[config.mk]
export PLATFORM = sky130hd
export DESIGN_NAME = front_panel_loader
export DESIGN_NICKNAME = d
export VERILOG_FILES = /design/src/rtl/front_panel_loader.sv
export SDC_FILE = /design/constraint.sdc
export NUM_CORES = 1
export LEC_CHECK = 0
export CORE_MARGIN = 4
export CORE_UTILIZATION = 45
export CTS_CLUSTER_SIZE = 10
export DETAILED_ROUTE_END_ITERATION = 16
export PLACE_DENSITY = 0.6
export SKIP_LAST_GASP = 1
export SYNTH_ARGS = -nofsm -noshare
export SYNTH_HDL_FRONTEND = slang
export SYNTH_SLANG_ARGS = --single-unit
[constraint.sdc]
create_clock -name clock -period 3.3 [get_ports clock]
set_input_delay 0.33 -clock clock [delete_from_list [all_inputs] [get_ports clock]]
set_output_delay 0.33 -clock clock [all_outputs]
set_load 0.005 [all_outputs]
[src/rtl/front_panel_loader.sv]
// Front-panel memory preloader: buffers (addr, data) words and sequences the
// switch register, load-PC and deposit buttons, then starts the CPU at START_PC.
module front_panel_loader #(
    parameter int                WORD_W     = 12,
    parameter int                HOLD_CYC   = 10,
    parameter int                FIFO_DEPTH = 4,
    parameter logic [WORD_W-1:0] START_PC   = 12'o0200
) (
    input  logic              clock,
    input  logic              resetN,
    input  logic              load_valid,
    output logic              load_ready,
    input  logic [WORD_W-1:0] load_addr,
    input  logic [WORD_W-1:0] load_data,
    input  logic              load_last,
    input  logic              start,
    input  logic              run_led,
    output logic [WORD_W-1:0] sw_out,
    output logic              load_pc_btn,
    output logic              deposit_btn,
    output logic              run_sw,
    output logic              busy,
    output logic              done,
    output logic [15:0]       word_count
);
    localparam int AW = $clog2(FIFO_DEPTH);
    localparam int PW = (HOLD_CYC > 1) ? $clog2(HOLD_CYC) : 1;

    typedef struct packed {
        logic              last;
        logic [WORD_W-1:0] addr;
        logic [WORD_W-1:0] data;
    } entry_t;

    typedef enum logic [2:0] {S_IDLE, S_FETCH, S_SW, S_PRESS, S_RELEASE, S_RUN, S_DONE} state_t;
    typedef enum logic [1:0] {ACT_LPC, ACT_DEP, ACT_FINAL} act_t;

    entry_t            mem [FIFO_DEPTH];
    logic [AW-1:0]     wr_ptr, rd_ptr;
    logic [AW:0]       count;
    logic              push, pop, empty;
    entry_t            head, cur;

    state_t            state, state_nx;
    act_t              act;
    logic [PW-1:0]     phase_cnt;
    logic              phase_end, in_phase;
    logic              pc_valid, run_seen;
    logic [WORD_W-1:0] next_pc;

    assign load_ready = (count != (AW+1)'(FIFO_DEPTH));
    assign empty      = (count == '0);
    assign push       = load_valid && load_ready;
    assign head       = mem[rd_ptr];
    assign phase_end  = (phase_cnt == PW'(HOLD_CYC - 1));
    assign in_phase   = (state == S_SW) || (state == S_PRESS) || (state == S_RELEASE);

    // Storage carries no reset; emptiness is defined by the pointers alone.
    always_ff @(posedge clock) begin
        if (push) mem[wr_ptr] <= {load_last, load_addr, load_data};
    end

    always_comb begin
        state_nx    = state;
        pop         = 1'b0;
        sw_out      = '0;
        load_pc_btn = 1'b0;
        deposit_btn = 1'b0;
        run_sw      = (state == S_RUN);
        busy        = (state != S_IDLE) && (state != S_DONE);
        done        = (state == S_DONE);
        if (in_phase)
            sw_out = (act == ACT_DEP) ? cur.data : ((act == ACT_FINAL) ? START_PC : cur.addr);
        if (state == S_PRESS) begin
            deposit_btn = (act == ACT_DEP);
            load_pc_btn = (act != ACT_DEP);
        end
        case (state)
            S_IDLE, S_DONE: if (start) state_nx = S_FETCH;
            S_FETCH: if (!empty) begin
                pop      = 1'b1;
                state_nx = S_SW;
            end
            S_SW:    if (phase_end) state_nx = S_PRESS;
            S_PRESS: if (phase_end) state_nx = S_RELEASE;
            S_RELEASE: if (phase_end) begin
                if (act == ACT_FINAL)                state_nx = S_RUN;
                else if (act == ACT_DEP && !cur.last) state_nx = S_FETCH;
                else                                 state_nx = S_SW;
            end
            S_RUN:   if (run_seen && !run_led) state_nx = S_DONE;
            default: state_nx = S_IDLE;
        endcase
    end

    always_ff @(posedge clock) begin
        if (!resetN) begin
            state      <= S_IDLE;
            act        <= ACT_LPC;
            cur        <= '0;
            phase_cnt  <= '0;
            wr_ptr     <= '0;
            rd_ptr     <= '0;
            count      <= '0;
            pc_valid   <= 1'b0;
            next_pc    <= '0;
            word_count <= '0;
            run_seen   <= 1'b0;
        end else begin
            state <= state_nx;
            if (push) wr_ptr <= wr_ptr + AW'(1);
            if (pop)  rd_ptr <= rd_ptr + AW'(1);
            count     <= count + (AW+1)'(push) - (AW+1)'(pop);
            phase_cnt <= (in_phase && state_nx == state) ? phase_cnt + PW'(1) : '0;
            case (state)
                S_IDLE, S_DONE: if (start) begin
                    word_count <= '0;
                    pc_valid   <= 1'b0;
                    run_seen   <= 1'b0;
                end
                // A press of load-PC is skipped when deposit auto-increment already lands here.
                S_FETCH: if (pop) begin
                    cur <= head;
                    act <= (pc_valid && head.addr == next_pc) ? ACT_DEP : ACT_LPC;
                end
                S_RELEASE: if (phase_end) begin
                    case (act)
                        ACT_LPC: begin
                            act      <= ACT_DEP;
                            pc_valid <= 1'b1;
                            next_pc  <= cur.addr;
                        end
                        ACT_DEP: begin
                            if (word_count != 16'hFFFF) word_count <= word_count + 16'd1;
                            next_pc <= next_pc + WORD_W'(1);
                            if (cur.last) act <= ACT_FINAL;
                        end
                        default: ;
                    endcase
                end
                S_RUN: if (run_led) run_seen <= 1'b1;
                default: ;
            endcase
        end
    end
endmodule

==> summary.md, run 1 <==
| Metric | Value |
|---|---|
| Hold Fails Final Rpt | `0` |
| Slowest Stage Delay on Critical Path | `around 0.6 ns` |
| Pins over their slew limit | `0` |
| CTS Sinks | `173` |
| Actual slew at the worst max-slew pin | `just under 0.7 ns` |
| Worst clock skew | `0.005613 ns` |
| Switch share | `30.80%` |
| Die height | `141.0 µm` |
| Sequential Area | `4464 µm²` |
| Worst Path Max Fanout | `14` |
| DR iter-0 viols | `336` |
| Ports | `64` |
| Clk pwr share | `33.7%` |
| Reg-to-reg critical path endpoint | `next_pc[11]` |
| Clock root buffer | `clkbuf_16` |
| Die W | `141.0 µm` |
| Pint | `4436 µW` |
| WL/cell | `18.10 µm` |
| Vias/cell | `5.590` |
| Synthesized flop and latch total | `~170` |
| DRC violation count after routing | `0` |
| NetSw | `1974 µW` |
| Setup TNS | `0 ns` |
| YS warnings | `0` |
| Number of global-route vias before repair | `5,565` |
| Worst hold path endpoint | `cur[9]` |
| Setup violators final | `0` |
| Core ar. | `17,300 µm²` |
| Placer Congestion | `0.8661` |
| Nets@finish | `799` |
| Clk pin slew, worst setup/hold paths | `around 0.070 ns` |
| Post-synth ARST share | `0%` |
| First-pass DRT Iterations | `6` |
| Setup CP Type | `reg2out` |
| Resize count post-CTS | `0` |
| Final wirelength | `18.01 mm` |
| Total grt overflow | `0` |
| Starting Density | `46.01%` |
| Synth unique cells | `66` |
| CTS Hold Buffers Added | `0` |
| Register area share after synthesis | `56.09%` |
| RSZ-0062 raised after global routing | `false` |
| Combinational group share of total power | `approximately a quarter` |
| TritonCTS buffer count | `17` |
| Reg2Reg Launch Point | `state[2]` |
| Antenna violations before repair | `0` |
| Worst hold start | `cur[9]` |
| Layout cells sized above 1 | `11.95%` |
| Synth Cell Area | `7959 µm²` |
| Largest net degree at the start of global routing | `39` |
| Die footprint | `19,880 µm²` |
| Number of diodes | `0` |
| Slew headroom | `54.79%` |
| Endpoint type of the worst setup path | `output pin` |
| Synthesized area per cell | `11.40 µm²` |
| Hold Path Cell Cnt | `2` |
| Fmax | `329.1 MHz` |
| Max Cap Violations | `0` |
| Predominant post-synthesis flop cell | `edfxtp_1` |
| Port bufs | `63` |
| Power density cells | `675.1 nW/µm²` |
| Detailed-placement wirelength estimate | `12.15 mm` |
| Inst Count DP | `963` |
| Finished Layout Cells | `995` |
| Final antenna-violating net count | `0` |
| Gr usage total | `between 10% and 20%` |
| Vias post-DR | `5,562` |
| Post-CTS Setup Bufs | `0` |
| Area of the multi-input gates | `~3200 µm²` |
| R2R depth | `6` |
| First-pass GRT wire length | `between 20 and 30 mm` |
| Fill count | `1,488` |
| Syn Nets | `740` |
| Worst-Skew Late Latency | `0.43 ns` |
| Number of enable flip-flop cells after synthesis | `100` |
| Startpoint Class | `flop` |
| Period utilization | `92.08%` |
| Crit path arrival time | `about 2.7 ns` |
| Crit path required time | `2.97 ns` |
| Row count | `48` |
| Status | `finished, final reports clean` |
| TritonCTS clock tree | `done` |
| Crit path max-delay cell type | `dfxtp_1` |
| H-tree level count | `4` |
| Gate Count Post-Synth | `698` |
| Leakage | `0.003224 µW` |
| Reg2Reg Setup Slack | `0.76 ns` |
| Final Critical Period | `3.039 ns` |
| Register share of total power | `42.0%` |
| VDD IR max | `around 0.00039 V` |
| Worst hold path class | `reg2reg` |
| Crit path cell chain | `inv_2, nor3_1, nor2_1, buf_4, a211oi_1, clkdlybuf4s50_1` |
| Max Root-Sink Buffers | `2` |
| P&R area growth vs syn | `19.29%` |
-- cell usage after synthesis (all sizes together) (2+ instances only) --
cell     instances  area share [%]
o21a             2            0.19
o21ai           25             1.6
edfxtp         100              38
xor2            18             2.0
xnor2           12             1.3
or3              4            0.31
a311oi           2            0.22
nor3            12            0.88
nor2            48             2.3
dfxtp           73              18
and3b            2            0.22
and3            15             1.2
o311ai           3            0.33
mux2            14             2.0
o2bb2ai          3            0.33
a221oi           2            0.44
and4             5            0.55
nand3           27             1.7
nand4           10            0.79
o31ai            3            0.28
a31oi            2            0.16
a21oi           31             2.0
clkbuf          29             1.4
a22oi            5            0.47
o211a            3            0.38
inv             13            0.61
o32ai            2            0.22
buf             18             1.2
mux4            16             4.5
nor2b            8            0.63
a211oi           3            0.28
o2111ai          3            0.33
nor3b           10            0.94
nand2b           5            0.39
a21boi          27             2.5
nand3b           3            0.28
nand2           75             3.5
o22ai            2            0.16
and2            18             1.4
ha              11             1.7
nor4bb           2            0.25
mux2i           19             2.4
-- layer usage --
metal / track usage (%) / vias up / wire length (µm)
met5: 0 / - / 0
met4: 5.507 / 0 / 255
met3: 4.274 / 17 / 1108
met2: 31.07 / 179 / 8834
met1: 24.43 / 2685 / 7811
li1: - / 2681 / -
-- power by group through the flow --
stage	clock network (µW)	logic, µW	registers, µW
4_1_cts	2210	1570	2690
5_1_grt	2300	1730	2720
2_1_floorplan	0	1110	2680
3_5_place_dp	0	1560	2740
6_report	2160	1560	2690
3_3_place_gp	0	1530	2730
-- worst max-delay path, delay by kind of cell (launching register included) --
| family | cells | cell delay, ns |
|---|---|---|
| compound gates | 1 | 0.29 |
| buf+inv | 3 | 0.95 |
| simple gates | 2 | 0.45 |
| flops | 1 | 0.60 |
-- sequential cells by signal, indices dropped and copies added, names as in the netlist, named ones only --
signal      count
next_pc        12
word_count     16
mem           100
run_seen        1
wr_ptr          2
state           3
phase_cnt       4
act             2
rd_ptr          2
pc_valid        1
count           3
cur            25
-- cells in the final DEF (no fill, tap or decap), types with 8 or more instances in the layout --
| cell type | instances |
|---|---|
| xor2_1 | 18 |
| ha_1 | 11 |
| dfxtp_1 | 73 |
| edfxtp_1 | 100 |
| mux4_2 | 16 |
| nand4_1 | 10 |
| xnor2_1 | 12 |
| mux2_2 | 14 |
| nand2_1 | 75 |
| clkdlybuf4s50_1 | 63 |
| a21boi_0 | 25 |
| mux2i_1 | 19 |
| and3_1 | 15 |
| a21oi_1 | 30 |
| nor2b_1 | 8 |
| clkbuf_16 | 17 |
| nor3_1 | 10 |
| o21ai_1 | 12 |
| nand3_1 | 27 |
| and2_1 | 18 |
| nor2_1 | 48 |
| nor3b_1 | 10 |
| buf_4 | 24 |
| o21ai_0 | 12 |
| inv_1 | 12 |
-- per-stage QoR --
stage | hold WS [ns] | cell area, µm² | total power, µW | utilization (%) | setup slack (ns)
after global placement | 0.4541 | 8847 | 4256 | 51.15 | 0.7519
after detailed placement | 0.4575 | 8847 | 4303 | 51.15 | 0.7286
after global routing | 0.4874 | 9494 | 6745 | 54.89 | 0.09953
final | 0.4641 | 9494 | 6410 | 54.89 | 0.2614
after CTS | 0.4684 | 9494 | 6477 | 54.89 | 0.2690
after floorplan | 0.4289 | 7959 | 3792 | - | 0.5259
-- worst max-delay path by stage --
stage	slack, ns	depth (start not counted)	to	startpoint
final	0.26	6	sw_out[7]	state[2]
after global routing	0.1	6	sw_out[7]	state[2]
after CTS	0.27	6	sw_out[7]	state[2]
after detailed placement	0.73	11	count[2]	load_valid
after global placement	0.75	6	sw_out[7]	state[2]
after floorplan	0.53	14	count[2]	state[1]
-- logic make-up (layout without fill, tap and decap cells) --
logic type	count (synthesis)	after routing	synth area share, %
buf+inv	61	133	3.223
compound gates	126	126	10.88
simple gates	247	247	15.63
flops	173	173	56.09
fa+ha+maj	12	12	1.981
mux	49	49	8.898
xor+xnor	30	30	3.301
-- area by class of cell --
type | instances | area share [%]
clock inverter | 15 | 2.333
tap | 225 | 2.965
timing repair buffer | 87 | 8.540
clock buffer | 17 | 4.481
multi-input combinational | 464 | 34.11
sequential | 173 | 47.02
inverter | 14 | 0.5535
Power figures use the tool's default switching activity.
==> run 2: changes to the inputs <==
--- a/config.mk
+++ b/config.mk
@@ -7,9 +7,9 @@
 export LEC_CHECK = 0
 export CORE_MARGIN = 4
 export CORE_UTILIZATION = 45
-export CTS_CLUSTER_SIZE = 10
+export CTS_CLUSTER_SIZE = 14
 export DETAILED_ROUTE_END_ITERATION = 16
-export PLACE_DENSITY = 0.6
+export PLACE_DENSITY = 0.63
 export SKIP_LAST_GASP = 1
 export SYNTH_ARGS = -nofsm -noshare
 export SYNTH_HDL_FRONTEND = slang
==> constraint.sdc (replaced) <==
create_clock -name clock -period 2.55 [get_ports clock]
set_input_delay 0.255 -clock clock [delete_from_list [all_inputs] [get_ports clock]]
set_output_delay 0.255 -clock clock [all_outputs]
set_load 0.005 [all_outputs]
==> summary.md, run 2 (synthesized netlist as in run 1, its figures left out) <==
| Metric | Value |
|---|---|
| Status | `finished, final reports clean` |
| Number of diodes | `0 (unchanged)` |
| Max Cap Violations | `0 (unchanged)` |
| Max Root-Sink Buffers | `2 (unchanged)` |
| DR iter-0 viols | `277 (-18%)` |
| Vias/cell | `5.525 (-1.2%)` |
| Top reg by flops | `mem` |
| Leakage | `0.003223 µW (about the same)` |
| Final antenna-violating net count | `0 (unchanged)` |
| Row count | `48 (unchanged)` |
| Layout cells sized above 1 | `12.79% (+0.84 points)` |
| Crit path required time | `2.30 ns (-0.67 ns)` |
| Worst clock skew | `0.009598 ns (+0.003985 ns)` |
| Placer Congestion | `0.8450 (-2.4%)` |
| Die W | `141.0 µm (unchanged)` |
| Setup CP Type | `reg2out` |
| Combinational group share of total power | `25.1% (+0.8 points)` |
| TritonCTS clock tree | `done` |
| Core ar. | `17,300 µm² (unchanged)` |
| Largest net degree at the start of global routing | `42 (+7.7%)` |
| Endpoint type of the worst setup path | `output pin` |
| Register share of total power | `43.3% (+1.3 points)` |
| Ports | `64 (unchanged)` |
| Die footprint | `19,880 µm² (unchanged)` |
| Power density cells | `849.1 nW/µm² (+26%)` |
| Setup TNS | `0 ns (unchanged)` |
| Clock root buffer | `clkbuf_16` |
| Pint | `5470 µW (+23%)` |
| DRC violation count after routing | `0 (unchanged)` |
| First-pass GRT wire length | `28.79 mm (-1.1%)` |
| Worst hold path class | `in2reg` |
| Number of global-route vias before repair | `5,557 (-0.14%)` |
| Pins over their slew limit | `0 (unchanged)` |
| Crit path arrival time | `2.19 ns (-0.52 ns)` |
| Die height | `141.0 µm (unchanged)` |
| First-pass DRT Iterations | `5 (-1)` |
| Cell area after placement | `8895 µm² (+0.54%)` |
| Clk pin slew, worst setup/hold paths | `0.07 ns (about the same)` |
| P&R area growth vs syn | `19.27% (about the same)` |
| Worst-Skew Late Latency | `0.43 ns (about the same)` |
| Switch share | `32.14% (+1.3 points)` |
| Nets@finish | `803 (+0.50%)` |
| Total grt overflow | `0 (unchanged)` |
| Final Critical Period | `2.441 ns` |
| Largest register FFs | `100 (unchanged)` |
| Gr usage total | `18.34% (-0.30 points)` |
| Most frequent cells in the layout | `edfxtp_1, nand2_1, dfxtp_1` |
| Port bufs | `63 (unchanged)` |
| H-tree level count | `4 (unchanged)` |
| Hold Fails Final Rpt | `0 (unchanged)` |
| Clk pwr share | `31.6% (-2.1 points)` |
| NetSw | `2590 µW (+31%)` |
| Starting Density | `46.01% (unchanged)` |
| Most common cell after layout, fill and taps aside | `edfxtp_1` |
| RSZ-0062 raised after global routing | `false` |
| Finished Cell Area | `9493 µm² (about the same)` |
| Final wirelength | `17.78 mm (-1.3%)` |
| Antenna violations before repair | `0 (unchanged)` |
| Worst Path Max Fanout | `19 (+5)` |
| Period utilization | `95.72%` |
| Vias post-DR | `5,519 (-0.77%)` |
| CTS Sinks | `173 (unchanged)` |
| WL/cell | `17.79 µm (-1.7%)` |
| Slew headroom | `59.00% (+4.2 points)` |
| Detailed-placement wirelength estimate | `12.15 mm (about the same)` |
| Actual slew at the worst max-slew pin | `0.6150 ns (-0.05951 ns)` |
| TritonCTS buffer count | `17 (unchanged)` |
| VDD IR max | `0.0005068 V (+29%)` |
| Reg2Reg Setup Slack | `0.18 ns (-0.58 ns)` |
| Setup violators final | `0 (unchanged)` |
| Startpoint Class | `flop` |
| Largest regs | `mem x100, cur x25, word_count x16` |
| Fmax | `just over 400 MHz` |
==> run 2: area by class of cell <==
class	instances	area, µm²
Clock buffer	17	425.4
Clock inverter	15	165.2
Fill cell	1509	7804
Inverter	14	57.56
Multi-Input combinational cell	464	3246
Sequential cell	173	4464
Tap cell	225	281.5
Timing Repair Buffer	91	853.3
==> run 2: final timing paths <==
| check | from | depth (start not counted) | end |
|---|---|---|---|
| hold / removal | load_addr[4] | 1 | mem[2][16] |
| hold reg to reg | cur[0] | 2 | cur[0] |
| setup reg to reg | count[1] | 11 | count[2] |
| setup / recovery | state[1] | 6 | sw_out[7] |
==> run 2: metal layers <==
| layer | up-vias | part of all wire, % | global-route usage [%] |
|---|---|---|---|
| met5 | - | 0 | 0 |
| met4 | 0 | 2.4 | 7.139 |
| met3 | 28 | 3.9 | 3.833 |
| met2 | 128 | 50 | 31.25 |
| met1 | 2675 | 43 | 22.94 |
| li1 | 2688 | - | - |
==> run 2: power by group through the flow <==
stage	sequential, µW	combinational, µW	clock [µW]
2_1_floorplan	3470	1460	0
3_3_place_gp	3530	1980	0
3_5_place_dp	3550	2030	0
4_1_cts	3490	2040	2600
5_1_grt	3520	2270	2710
6_report	3490	2020	2550
==> run 2: critical path, cell delays in order (launching register included) <==
cell,delay [ns]
dfxtp_1,0.31
buf_4,0.19
nor3_1,0.25
nor2_1,0.06
buf_4,0.19
a211oi_2,0.20
clkdlybuf4s50_1,0.54
==> run 2: repair_timing <==
action | in CTS | in global routing
hold buffers | 0 | 0
endpoints found under the hold margin | 0 | 0
endpoints found under the setup margin | 1 | 1
gates resized for setup | 1 | 1
setup buffers | 0 | 0
==> run 2: metrics by stage <==
| stage | hold slack (ns) | util [%] | instances | power (µW) | worst slack (ns) |
|---|---|---|---|---|---|
| 3_3_place_gp | 0.4533 | 51.43 | 967 | 5513 | 0.1353 |
| 6_report | 0.4461 | 54.88 | 999 | 8060 | 0.1093 |
| 4_1_cts | 0.4310 | 54.87 | 999 | 8127 | 0.07102 |
| 2_1_floorplan | 0.3539 | - | 698 | 4939 | 0.01769 |
| 5_1_grt | 0.4440 | 54.88 | 999 | 8499 | 0.004901 |
| 3_5_place_dp | 0.4590 | 51.43 | 967 | 5579 | 0.04551 |
